==> src/rtl/spi_slave_sync_if.sv <==
// -----------------------------------------------------------------------------
// spi_slave_sync_if
// Bundles the raw SPI pins and the byte-level application handshake of the
// clock-domain SPI slave front end.
//   sclk, mosi, ce0 : raw SPI pins from the host (ce0 active low)
//   miso            : SPI data out, 0 when not selected
//   tx_data/tx_load : transmit byte and its "sampled" strobe
//   rx_data/rx_valid: last received byte and its update strobe
//   busy            : frame in progress
//   frame_done      : frame-end strobe
//   byte_count      : complete bytes in current/last frame (saturating)
// Modport slave is the front end's view; modport master is the host/app view.
// -----------------------------------------------------------------------------
interface spi_slave_sync_if;
   logic       sclk;
   logic       mosi;
   logic       ce0;
   logic       miso;
   logic [7:0] tx_data;
   logic       tx_load;
   logic [7:0] rx_data;
   logic       rx_valid;
   logic       busy;
   logic       frame_done;
   logic [7:0] byte_count;

   modport slave (
      input  sclk, mosi, ce0, tx_data,
      output miso, tx_load, rx_data, rx_valid, busy, frame_done, byte_count
   );

   modport master (
      output sclk, mosi, ce0, tx_data,
      input  miso, tx_load, rx_data, rx_valid, busy, frame_done, byte_count
   );
endinterface

==> src/rtl/spi_slave_sync.sv <==
// -----------------------------------------------------------------------------
// spi_slave_sync
// SPI mode-0 slave front end running entirely in the board clock domain.
// Raw SCLK/MOSI/CE0 are oversampled through SYNC_STAGES flops; SCLK and CE0
// edges are found by comparing the last stage with a history flop. Received
// bytes (MSB first) are presented as rx_data with a one-cycle rx_valid, and
// transmit bytes are taken from tx_data (one-cycle tx_load) and shifted out
// on miso, which changes after falling SCLK edges.
// Ports:
//   clk  : board clock, rising edge
//   rst  : synchronous active-high reset
//   spi  : spi_slave_sync_if.slave (pins + application handshake)
// -----------------------------------------------------------------------------
module spi_slave_sync #(
   parameter int SYNC_STAGES = 2
) (
   input  logic            clk,
   input  logic            rst,
   spi_slave_sync_if.slave spi
);

   typedef enum logic [1:0] {
      ST_WAIT_IDLE = 2'd0,
      ST_IDLE      = 2'd1,
      ST_ACTIVE    = 2'd2
   } state_t;

   // After reset the synchronisers hold their reset values, not real pin
   // samples; WAIT_IDLE only trusts ce0 once the chain and history flop have
   // been refilled, otherwise a CE0 held low through reset would look idle.
   localparam logic [2:0] SETTLE_CYCLES = 3'(SYNC_STAGES + 1);

   logic [SYNC_STAGES-1:0] sclk_sync_q, sclk_sync_d;
   logic [SYNC_STAGES-1:0] mosi_sync_q, mosi_sync_d;
   logic [SYNC_STAGES-1:0] ce0_sync_q,  ce0_sync_d;
   logic                   sclk_hist_q, sclk_hist_d;
   logic                   ce0_hist_q,  ce0_hist_d;

   state_t     state_q, state_d;
   logic [2:0] settle_q, settle_d;
   logic [2:0] bit_cnt_q, bit_cnt_d;
   logic [7:0] byte_cnt_q, byte_cnt_d;
   logic [7:0] rx_shift_q, rx_shift_d;
   logic [7:0] tx_shift_q, tx_shift_d;
   logic [7:0] rx_data_q, rx_data_d;
   logic       rx_valid_q, rx_valid_d;
   logic       tx_load_q, tx_load_d;
   logic       frame_done_q, frame_done_d;
   logic       busy_q, busy_d;
   logic       miso_q, miso_d;

   logic sclk_s, mosi_s, ce0_s;
   logic sclk_rise_s, sclk_fall_s, ce0_rise_s, ce0_fall_s;
   logic [7:0] rx_byte_s;

   assign sclk_s      = sclk_sync_q[SYNC_STAGES-1];
   assign mosi_s      = mosi_sync_q[SYNC_STAGES-1];
   assign ce0_s       = ce0_sync_q[SYNC_STAGES-1];
   assign sclk_rise_s = sclk_s & ~sclk_hist_q;
   assign sclk_fall_s = ~sclk_s & sclk_hist_q;
   assign ce0_rise_s  = ce0_s & ~ce0_hist_q;
   assign ce0_fall_s  = ~ce0_s & ce0_hist_q;
   // MOSI goes through the same depth as SCLK, so the last stage lines up
   // with the sample in which the rising SCLK edge first appeared.
   assign rx_byte_s   = {rx_shift_q[6:0], mosi_s};

   // Synchroniser shift chains and edge-history inputs.
   always_comb begin
      sclk_sync_d = {sclk_sync_q[SYNC_STAGES-2:0], spi.sclk};
      mosi_sync_d = {mosi_sync_q[SYNC_STAGES-2:0], spi.mosi};
      ce0_sync_d  = {ce0_sync_q[SYNC_STAGES-2:0],  spi.ce0};
      sclk_hist_d = sclk_s;
      ce0_hist_d  = ce0_s;
   end

   // Frame FSM next state plus shift register, counter and strobe updates.
   always_comb begin
      state_d      = state_q;
      settle_d     = settle_q;
      bit_cnt_d    = bit_cnt_q;
      byte_cnt_d   = byte_cnt_q;
      rx_shift_d   = rx_shift_q;
      tx_shift_d   = tx_shift_q;
      rx_data_d    = rx_data_q;
      rx_valid_d   = 1'b0;
      tx_load_d    = 1'b0;
      frame_done_d = 1'b0;

      case (state_q)
         ST_WAIT_IDLE: begin
            if (settle_q != SETTLE_CYCLES) begin
               settle_d = settle_q + 3'd1;
            end else if (ce0_s) begin
               state_d = ST_IDLE;
            end else begin
               state_d = ST_WAIT_IDLE;
            end
         end
         ST_IDLE: begin
            if (ce0_fall_s) begin
               state_d    = ST_ACTIVE;
               bit_cnt_d  = 3'd0;
               byte_cnt_d = 8'd0;
               rx_shift_d = 8'd0;
               tx_shift_d = spi.tx_data;
               tx_load_d  = 1'b1;
            end else begin
               state_d = ST_IDLE;
            end
         end
         ST_ACTIVE: begin
            // A CE0 edge takes priority; an SCLK edge in the same cycle is lost.
            if (ce0_rise_s) begin
               state_d      = ST_IDLE;
               bit_cnt_d    = 3'd0;
               frame_done_d = 1'b1;
            end else if (sclk_rise_s) begin
               rx_shift_d = rx_byte_s;
               bit_cnt_d  = bit_cnt_q + 3'd1;
               if (bit_cnt_q == 3'd7) begin
                  rx_data_d  = rx_byte_s;
                  rx_valid_d = 1'b1;
                  if (byte_cnt_q != 8'd255) begin
                     byte_cnt_d = byte_cnt_q + 8'd1;
                  end else begin
                     byte_cnt_d = byte_cnt_q;
                  end
               end else begin
                  rx_data_d = rx_data_q;
               end
            end else if (sclk_fall_s) begin
               // Counter at 0 on a falling edge means a byte just finished.
               if (bit_cnt_q == 3'd0) begin
                  tx_shift_d = spi.tx_data;
                  tx_load_d  = 1'b1;
               end else begin
                  tx_shift_d = {tx_shift_q[6:0], 1'b0};
               end
            end else begin
               state_d = ST_ACTIVE;
            end
         end
         default: begin
            state_d = ST_WAIT_IDLE;
         end
      endcase

      busy_d = (state_d == ST_ACTIVE);
      miso_d = (state_d == ST_ACTIVE) ? tx_shift_d[7] : 1'b0;
   end

   // All state, datapath and output registers with synchronous reset.
   always_ff @(posedge clk) begin
      if (rst) begin
         sclk_sync_q  <= {SYNC_STAGES{1'b0}};
         mosi_sync_q  <= {SYNC_STAGES{1'b0}};
         ce0_sync_q   <= {SYNC_STAGES{1'b1}};
         sclk_hist_q  <= 1'b0;
         ce0_hist_q   <= 1'b1;
         state_q      <= ST_WAIT_IDLE;
         settle_q     <= 3'd0;
         bit_cnt_q    <= 3'd0;
         byte_cnt_q   <= 8'd0;
         rx_shift_q   <= 8'd0;
         tx_shift_q   <= 8'd0;
         rx_data_q    <= 8'd0;
         rx_valid_q   <= 1'b0;
         tx_load_q    <= 1'b0;
         frame_done_q <= 1'b0;
         busy_q       <= 1'b0;
         miso_q       <= 1'b0;
      end else begin
         sclk_sync_q  <= sclk_sync_d;
         mosi_sync_q  <= mosi_sync_d;
         ce0_sync_q   <= ce0_sync_d;
         sclk_hist_q  <= sclk_hist_d;
         ce0_hist_q   <= ce0_hist_d;
         state_q      <= state_d;
         settle_q     <= settle_d;
         bit_cnt_q    <= bit_cnt_d;
         byte_cnt_q   <= byte_cnt_d;
         rx_shift_q   <= rx_shift_d;
         tx_shift_q   <= tx_shift_d;
         rx_data_q    <= rx_data_d;
         rx_valid_q   <= rx_valid_d;
         tx_load_q    <= tx_load_d;
         frame_done_q <= frame_done_d;
         busy_q       <= busy_d;
         miso_q       <= miso_d;
      end
   end

   assign spi.miso       = miso_q;
   assign spi.tx_load    = tx_load_q;
   assign spi.rx_data    = rx_data_q;
   assign spi.rx_valid   = rx_valid_q;
   assign spi.busy       = busy_q;
   assign spi.frame_done = frame_done_q;
   assign spi.byte_count = byte_cnt_q;

endmodule

==> src/flat_wrapper.sv <==
// flat-port wrapper written by rule: the top's interface ports become plain ports
module spi_slave_sync_flat 
#(
   parameter int SYNC_STAGES = 2
)
  (clk, rst, spi_sclk, spi_mosi, spi_ce0, spi_tx_data, spi_miso, spi_tx_load, spi_rx_data, spi_rx_valid, spi_busy, spi_frame_done, spi_byte_count);
  spi_slave_sync_if spi_i ();
  input  logic clk;
  input  logic rst;
  input wire logic [$bits(spi_i.sclk)-1:0] spi_sclk;
  input wire logic [$bits(spi_i.mosi)-1:0] spi_mosi;
  input wire logic [$bits(spi_i.ce0)-1:0] spi_ce0;
  input wire logic [$bits(spi_i.tx_data)-1:0] spi_tx_data;
  output wire logic [$bits(spi_i.miso)-1:0] spi_miso;
  output wire logic [$bits(spi_i.tx_load)-1:0] spi_tx_load;
  output wire logic [$bits(spi_i.rx_data)-1:0] spi_rx_data;
  output wire logic [$bits(spi_i.rx_valid)-1:0] spi_rx_valid;
  output wire logic [$bits(spi_i.busy)-1:0] spi_busy;
  output wire logic [$bits(spi_i.frame_done)-1:0] spi_frame_done;
  output wire logic [$bits(spi_i.byte_count)-1:0] spi_byte_count;
  assign spi_i.sclk = spi_sclk;
  assign spi_i.mosi = spi_mosi;
  assign spi_i.ce0 = spi_ce0;
  assign spi_i.tx_data = spi_tx_data;
  assign spi_miso = spi_i.miso;
  assign spi_tx_load = spi_i.tx_load;
  assign spi_rx_data = spi_i.rx_data;
  assign spi_rx_valid = spi_i.rx_valid;
  assign spi_busy = spi_i.busy;
  assign spi_frame_done = spi_i.frame_done;
  assign spi_byte_count = spi_i.byte_count;
  spi_slave_sync #(.SYNC_STAGES(SYNC_STAGES)) u_core (.clk(clk), .rst(rst), .spi(spi_i));
endmodule
==> config.mk <==
export PLATFORM = sky130hd
export DESIGN_NAME = spi_slave_sync_flat
export DESIGN_NICKNAME = d
export VERILOG_FILES = /design/src/rtl/spi_slave_sync_if.sv /design/src/rtl/spi_slave_sync.sv /design/src/flat_wrapper.sv
export SDC_FILE = /design/constraint.sdc
export NUM_CORES = 1
export LEC_CHECK = 0
export CELL_PAD_IN_SITES_DETAIL_PLACEMENT = 1
export CELL_PAD_IN_SITES_GLOBAL_PLACEMENT = 1
export CORE_MARGIN = 5
export CORE_UTILIZATION = 40
export DETAILED_ROUTE_END_ITERATION = 16
export GPL_TIMING_DRIVEN = 0
export PLACE_DENSITY = 0.84
export SYNTH_ARGS = -nofsm -noshare
export SYNTH_HDL_FRONTEND = slang
export SYNTH_SLANG_ARGS = --single-unit
==> constraint.sdc <==
create_clock -name clk -period 1.83 [get_ports clk]
set_input_delay 0.366 -clock clk [delete_from_list [all_inputs] [get_ports clk]]
set_output_delay 0.366 -clock clk [all_outputs]
set_load 0.02 [all_outputs]
==> reports/results.txt, run 1 <==
# DRC -> 0
Hold WC Path Type -> reg -> reg
Remaining global-route overflow -> 0
Primary FF master, synth -> dfxtp_1
Max VDD drop -> 0.7113 mV
Post-synth top area share -> 0.4589
Worst slew pin tran -> 0.5256 ns
Cell taking the most area after synthesis -> dfxtp_1
Flop pwr share -> 0.378
Pwr Total -> 3.525 mW
Syn Area/Cell -> 9.147 µm²
First-pass GRT wire length -> 9.397 mm
Main combinational cell family by area after synthesis -> simple AND/OR/NAND/NOR gates
Leakage -> 1.150 nW
Clock share of power -> 0.244
Buf/Inv on CP -> 1
Final wirelength -> 6.237 mm
Initial antenna violation count -> 0
Final antenna-violating net count -> 0
Clock Skew -> 0.006689 ns
DR iter-0 viols -> 108
Mux contribution to synthesized area -> 0.04964
Antenna cells -> 0
Final hold viol count -> 0
Switching share of power -> 0.3431
Root buffer cell -> clkbuf_8
Yosys reg bits -> 52
FMAX -> 556.3 MHz
Vias in the first global route -> 1952
Setup Crit Path Kind -> reg -> out
Clk sink count -> 52
TritonCTS clock tree -> done
Synth-to-Final Area Change -> 33.20%
CTS Hold Bufs -> 0
Setup TNS -> 0 ns
DR WL/cell -> 17.13 µm
Adder-cell area share of the yosys netlist -> 0.05516
Sequential-to-total area share from yosys stat -> 0.4589
Post-Syn Instances -> 248
CTS Buf Count -> 5
EDFF count, synth -> 0
Logic pwr share -> 0.378
Syn_nets -> 271
IO Pins -> 34
Die Ht -> 85.31 µm
GRT Overall Usage -> 0.1603
Critical path cell sequence -> clkdlybuf4s50_1
Clk slew on worst S/H paths -> 0.09 ns
Slew Limit Headroom -> 0.6496
Post-synthesis cell type count -> 48
Data required, critical path -> 1.46 ns
HPWL Detailed -> 3.930 mm
Worst-skew pair later-pin latency -> 0.31 ns
Initial Util -> 0.4120
# nets final -> 314
Top cells by area, synth -> dfxtp_1 46%, nor2_1 5.6%, ha_1 5.5%, mux2i_1 4.0%, nand3_1 4.0%
Critical Path Max Stage Delay -> 0.66 ns
Run status -> finished, final reports clean
Ys async rst share -> 0
Core area -> 0.005507 mm²
Number of vias per cell -> 5.385
IO Port Bufs -> 32
NetSw -> 1.209 mW
Power Internal -> 2.315 mW
Register-to-register setup slack -> 0.06 ns
Synth Area in Compound Gates -> 0.1291
CP Launch Type -> register
PD cells -> 1166 mW/mm²
Setup violators final -> 0
Fin crit period -> 1.797 ns
Arrival @ worst endpoint -> 1.43 ns
Die Wd -> 85.31 µm
RePlAce Congestion -> 0.7999
Largest net degree at the start of global routing -> 16
Die ar. -> 0.007277 mm²
Cell area after synthesis -> 0.002268 mm²
CP max FO -> 6
Post-Synth Simple-Gate Area -> 0.2405
DR vias -> 1960
Slowest-stage cell, CP -> clkdlybuf4s50_1
Delay-heaviest family, CP -> buffers and inverters
CP endpoint kind -> output pin
Clk buf depth -> 2
Post-Synth XOR/XNOR Area -> 0.03089
Share of cells above drive strength 1 -> 0.1918
Warnings, synthesis -> 0
Slew Viols, Final -> 0
Total of max-cap violations -> 0
Fin crit share -> 0.9822
Detailed Routing Iterations Pass 1 -> 4
Htree depth -> 2
Row Count -> 27
[layout make-up]
class / instances / area [µm²]
fill: 623 / 2485
timing repair buffer: 38 / 382.9
inverter: 8 / 32.53
clock inverter: 1 / 30.03
tap: 72 / 90.09
sequential: 52 / 1049
buffer: 9 / 50.05
multi-input combinational: 177 / 1291
clock buffer: 7 / 96.34
[cell families (layout without fill, tap and decap cells)]
kind of cell,Yosys count,after routing
AOI/OAI and AO/OA,37,37
xor gates and xnor gates,8,8
adders and majority gates,10,10
buffers and inverters,19,63
DFF,52,52
muxes,11,11
and+or+nand+nor,111,111
[cell usage in the layout, fill, tap and decap left out, types with 3 or more instances in the layout]
master	count
a21oi_1	10
a221oi_1	4
and2_1	3
buf_4	5
clkbuf_1	5
clkbuf_8	7
clkdlybuf4s50_1	30
dfxtp_1	48
dfxtp_2	3
ha_1	7
inv_1	5
mux2i_1	9
nand2_1	18
nand2b_1	3
nand3_1	18
nor2_1	33
nor2b_1	6
nor3_1	11
or2_2	4
xnor2_1	7
[worst paths after layout]
check,startpoint,to,cells past startpoint
setup / recovery,u_core.spi.byte_count[0],spi_byte_count[0],1
hold / removal,u_core.ce0_sync_q[0],u_core.ce0_sync_q[1],1
setup reg to reg,u_core.state_q[0],u_core.spi.byte_count[2],8
hold reg to reg,u_core.ce0_sync_q[0],u_core.ce0_sync_q[1],1
[through the flow]
step | instance area [µm²] | util | setup slack [ns] | hold slack, ns | std cells
after floorplan | 2268 | - | 0.1504 | 0.3895 | 248
after global placement | 2679 | 0.4865 | -0.1131 | 0.3932 | 352
after detailed placement | 2679 | 0.4865 | -0.2213 | 0.3974 | 352
after CTS | 2900 | 0.5267 | 0.006973 | 0.4207 | 360
after global routing | 3022 | 0.5487 | -0.03482 | 0.4534 | 364
final | 3022 | 0.5487 | 0.03255 | 0.4231 | 364
[synthesized netlist by cell type (all sizes together) (2+ instances only)]
library cell and n:
a21o 2, a21oi 12, a221oi 6, a22oi 2
and2 3, buf 3, clkbuf 8, dfxtp 52
ha 10, inv 8, mux2 2, mux2i 9
nand2 18, nand2b 3, nand3 18, nand4 2
nor2 34, nor2b 7, nor3 11, nor4 2
o21ai 4, or2 5, xnor2 7
[metal layers]
metal  wire length (µm)  vias to the layer above  global-route usage
li1                   -                      953                   -
met1               2607                      941              0.2018
met2               3212                       53              0.2768
met3                308                       13             0.02913
met4                108                        0             0.04892
met5                  0                        -                   0
[state kept, by name, summed over array words and instances, names as in the netlist]
name / count
u_core.ce0_sync_q: 2
u_core.state_q: 2
u_core.bit_cnt_q: 3
u_core.tx_shift_q: 8
u_core.spi.frame_done: 1
u_core.spi.miso: 1
u_core.spi.byte_count: 8
u_core.rx_shift_q: 7
u_core.settle_q: 3
u_core.mosi_sync_q: 2
u_core.spi.rx_valid: 1
u_core.spi.busy: 1
u_core.sclk_hist_q: 1
u_core.ce0_hist_q: 1
u_core.spi.rx_data: 8
u_core.sclk_sync_q: 2
u_core.spi.tx_load: 1
[power by group through the flow]
stage          logic, mW  registers [mW]  clock network (mW)
3_3_place_gp       0.964            1.33                   0
3_5_place_dp        1.02            1.34                   0
2_1_floorplan      0.755            1.32                   0
4_1_cts             1.20            1.32               0.875
5_1_grt             1.45            1.35               0.929
6_report            1.33            1.33               0.860
[timing repair]
item                                    in CTS  in global routing
buffers inserted                             1                  4
endpoints found under the setup margin      26                 30
resized for setup                           23                 20
pin swaps                                    3                  5
cloned                                       0                  1
No activity file was read; power rests on OpenSTA's default activity.
==> inputs of run 2 (changes only) <==
--- a/config.mk
+++ b/config.mk
@@ -9,8 +9,10 @@
 export CELL_PAD_IN_SITES_GLOBAL_PLACEMENT = 1
 export CORE_MARGIN = 5
 export CORE_UTILIZATION = 40
+export CTS_CLUSTER_DIAMETER = 150
 export DETAILED_ROUTE_END_ITERATION = 16
 export GPL_TIMING_DRIVEN = 0
+export MAX_ROUTING_LAYER = met4
 export PLACE_DENSITY = 0.84
 export SYNTH_ARGS = -nofsm -noshare
 export SYNTH_HDL_FRONTEND = slang
==> reports/results.txt, run 2 (synthesis results as in run 1) <==
Final hold viol count -> 0
Core area -> 0.005507 mm²
DR vias -> 1948
Buf/Inv on CP -> 1
Worst setup margin -> 0.03239 ns
CP Launch Type -> register
Antenna cells -> 0
Clk buf depth -> 2
Number of vias per cell -> 5.366
# nets final -> 313
Critical Path Max Stage Delay -> 0.65 ns
Fin crit period -> 1.798 ns
DR iter-0 viols -> 87
Slew Limit Headroom -> 0.6445
IO Pins -> 34
Initial Util -> 0.4120
Root buffer cell -> clkbuf_8
Initial antenna violation count -> 0
Clock Skew -> 0.007458 ns
Hold slack -> 0.4227 ns
Util after Layout -> 0.5474
Die ar. -> 0.007277 mm²
RePlAce Congestion -> 0.8113
Arrival @ worst endpoint -> 1.43 ns
TritonCTS clock tree -> done
Die Ht -> 85.31 µm
Pwr Total -> 3.514 mW
Fillers -> 622
First-pass GRT wire length -> 9.384 mm
Remaining global-route overflow -> 0
CTS Buf Count -> 5
Setup Crit Path Kind -> reg -> out
IO Port Bufs -> 32
Slowest-stage cell, CP -> clkdlybuf4s50_1
Final instance area -> 0.003014 mm²
Clk slew on worst S/H paths -> 0.10 ns
Final wirelength -> 6.127 mm
Run status -> finished, final reports clean
Share of cells above drive strength 1 -> 0.1890
CTS Hold Bufs -> 0
FMAX -> 556.3 MHz
Most common cell after layout, fill and taps aside -> dfxtp_1
Setup violators final -> 0
GRT Overall Usage -> 0.1648
Slew Viols, Final -> 0
Worst-skew pair later-pin latency -> 0.31 ns
HPWL Detailed -> 3.930 mm
Largest net degree at the start of global routing -> 16
CP max FO -> 6
Detailed Routing Iterations Pass 1 -> 4
Synth-to-Final Area Change -> 32.87%
PD cells -> 1166 mW/mm²
Leakage -> 1.146 nW
Total of max-cap violations -> 0
Hold WC Path Type -> reg -> reg
Row Count -> 27
Critical path cell sequence -> clkdlybuf4s50_1
DR WL/cell -> 16.88 µm
CP endpoint kind -> output pin
Vias in the first global route -> 1951
Most frequent cells in the layout -> 48 x dfxtp_1, 33 x nor2_1, 30 x clkdlybuf4s50_1
Pre-CTS setup slack -> -0.2213 ns
Worst slew pin tran -> 0.5332 ns
Clk sink count -> 52
Htree depth -> 2
Delay-heaviest family, CP -> buffers and inverters
Fin crit share -> 0.9823
Placed instance area -> 0.002679 mm²
# DRC -> 0
Final antenna-violating net count -> 0
Max VDD drop -> 0.7222 mV
Data required, critical path -> 1.46 ns
Die Wd -> 85.31 µm
==> run 2: changes by cell type in the layout (fill, tap and decap cells not counted) <==
cell / delta
buf_4: -1
==> run 2: routing by layer <==
layer | up-vias | GRT usage | share of wire
met4 | 0 | 0.04892 | 0.016
met2 | 49 | 0.2761 | 0.51
li1 | 949 | - | -
met5 | - | - | 0
met1 | 941 | 0.2018 | 0.43
met3 | 9 | 0.02913 | 0.044
==> run 2: through the flow <==
step	std cells	TNS [ns]
final	363	0
after CTS	360	0
after global placement	352	-1.124
after global routing	363	-0.1034
after floorplan	248	0
after detailed placement	352	-2.255
==> run 2: repair_timing <==
item / 4_1_cts / 5_1_grt
pin swaps: 3 / 5
gates cloned: 0 / 1
buffers inserted: 1 / 3
endpoints found under the setup margin: 26 / 30
gates resized for setup: 23 / 20
==> run 2: path summary, 6_finish.rpt <==
| kind | depth (start not counted) | slack [ns] | endpoint | from |
|---|---|---|---|---|
| worst min register to register | 1 | 0.42 | u_core.ce0_sync_q[1] | u_core.ce0_sync_q[0] |
| worst max-delay path | 1 | 0.03 | spi_byte_count[0] | u_core.spi.byte_count[0] |
| worst min-delay path | 1 | 0.42 | u_core.ce0_sync_q[1] | u_core.ce0_sync_q[0] |
| worst max register to register | 8 | 0.05 | u_core.spi.byte_count[1] | u_core.state_q[1] |
==> run 2: final cells by class <==
| class | count | area, µm² | area share |
|---|---|---|---|
| multi-input combinational | 177 | 1291 | 0.4284 |
| sequential | 52 | 1049 | 0.3479 |
| timing repair buffer | 37 | 375.4 | 0.1245 |
| clock buffer | 7 | 96.34 | 0.03196 |
| tap | 72 | 90.09 | 0.02989 |
| buffer | 9 | 50.05 | 0.01660 |
| inverter | 8 | 32.53 | 0.01079 |
| clock inverter | 1 | 30.03 | 0.009963 |
==> run 2: power breakdown <==
| group | total, mW | internal, mW | switching, mW |
|---|---|---|---|
| Clock | 0.865 | 0.483 | 0.382 |
| Combinational | 1.32 | 0.562 | 0.754 |
| Sequential | 1.33 | 1.25 | 0.0798 |
| Total | 3.51 | 2.30 | 1.22 |
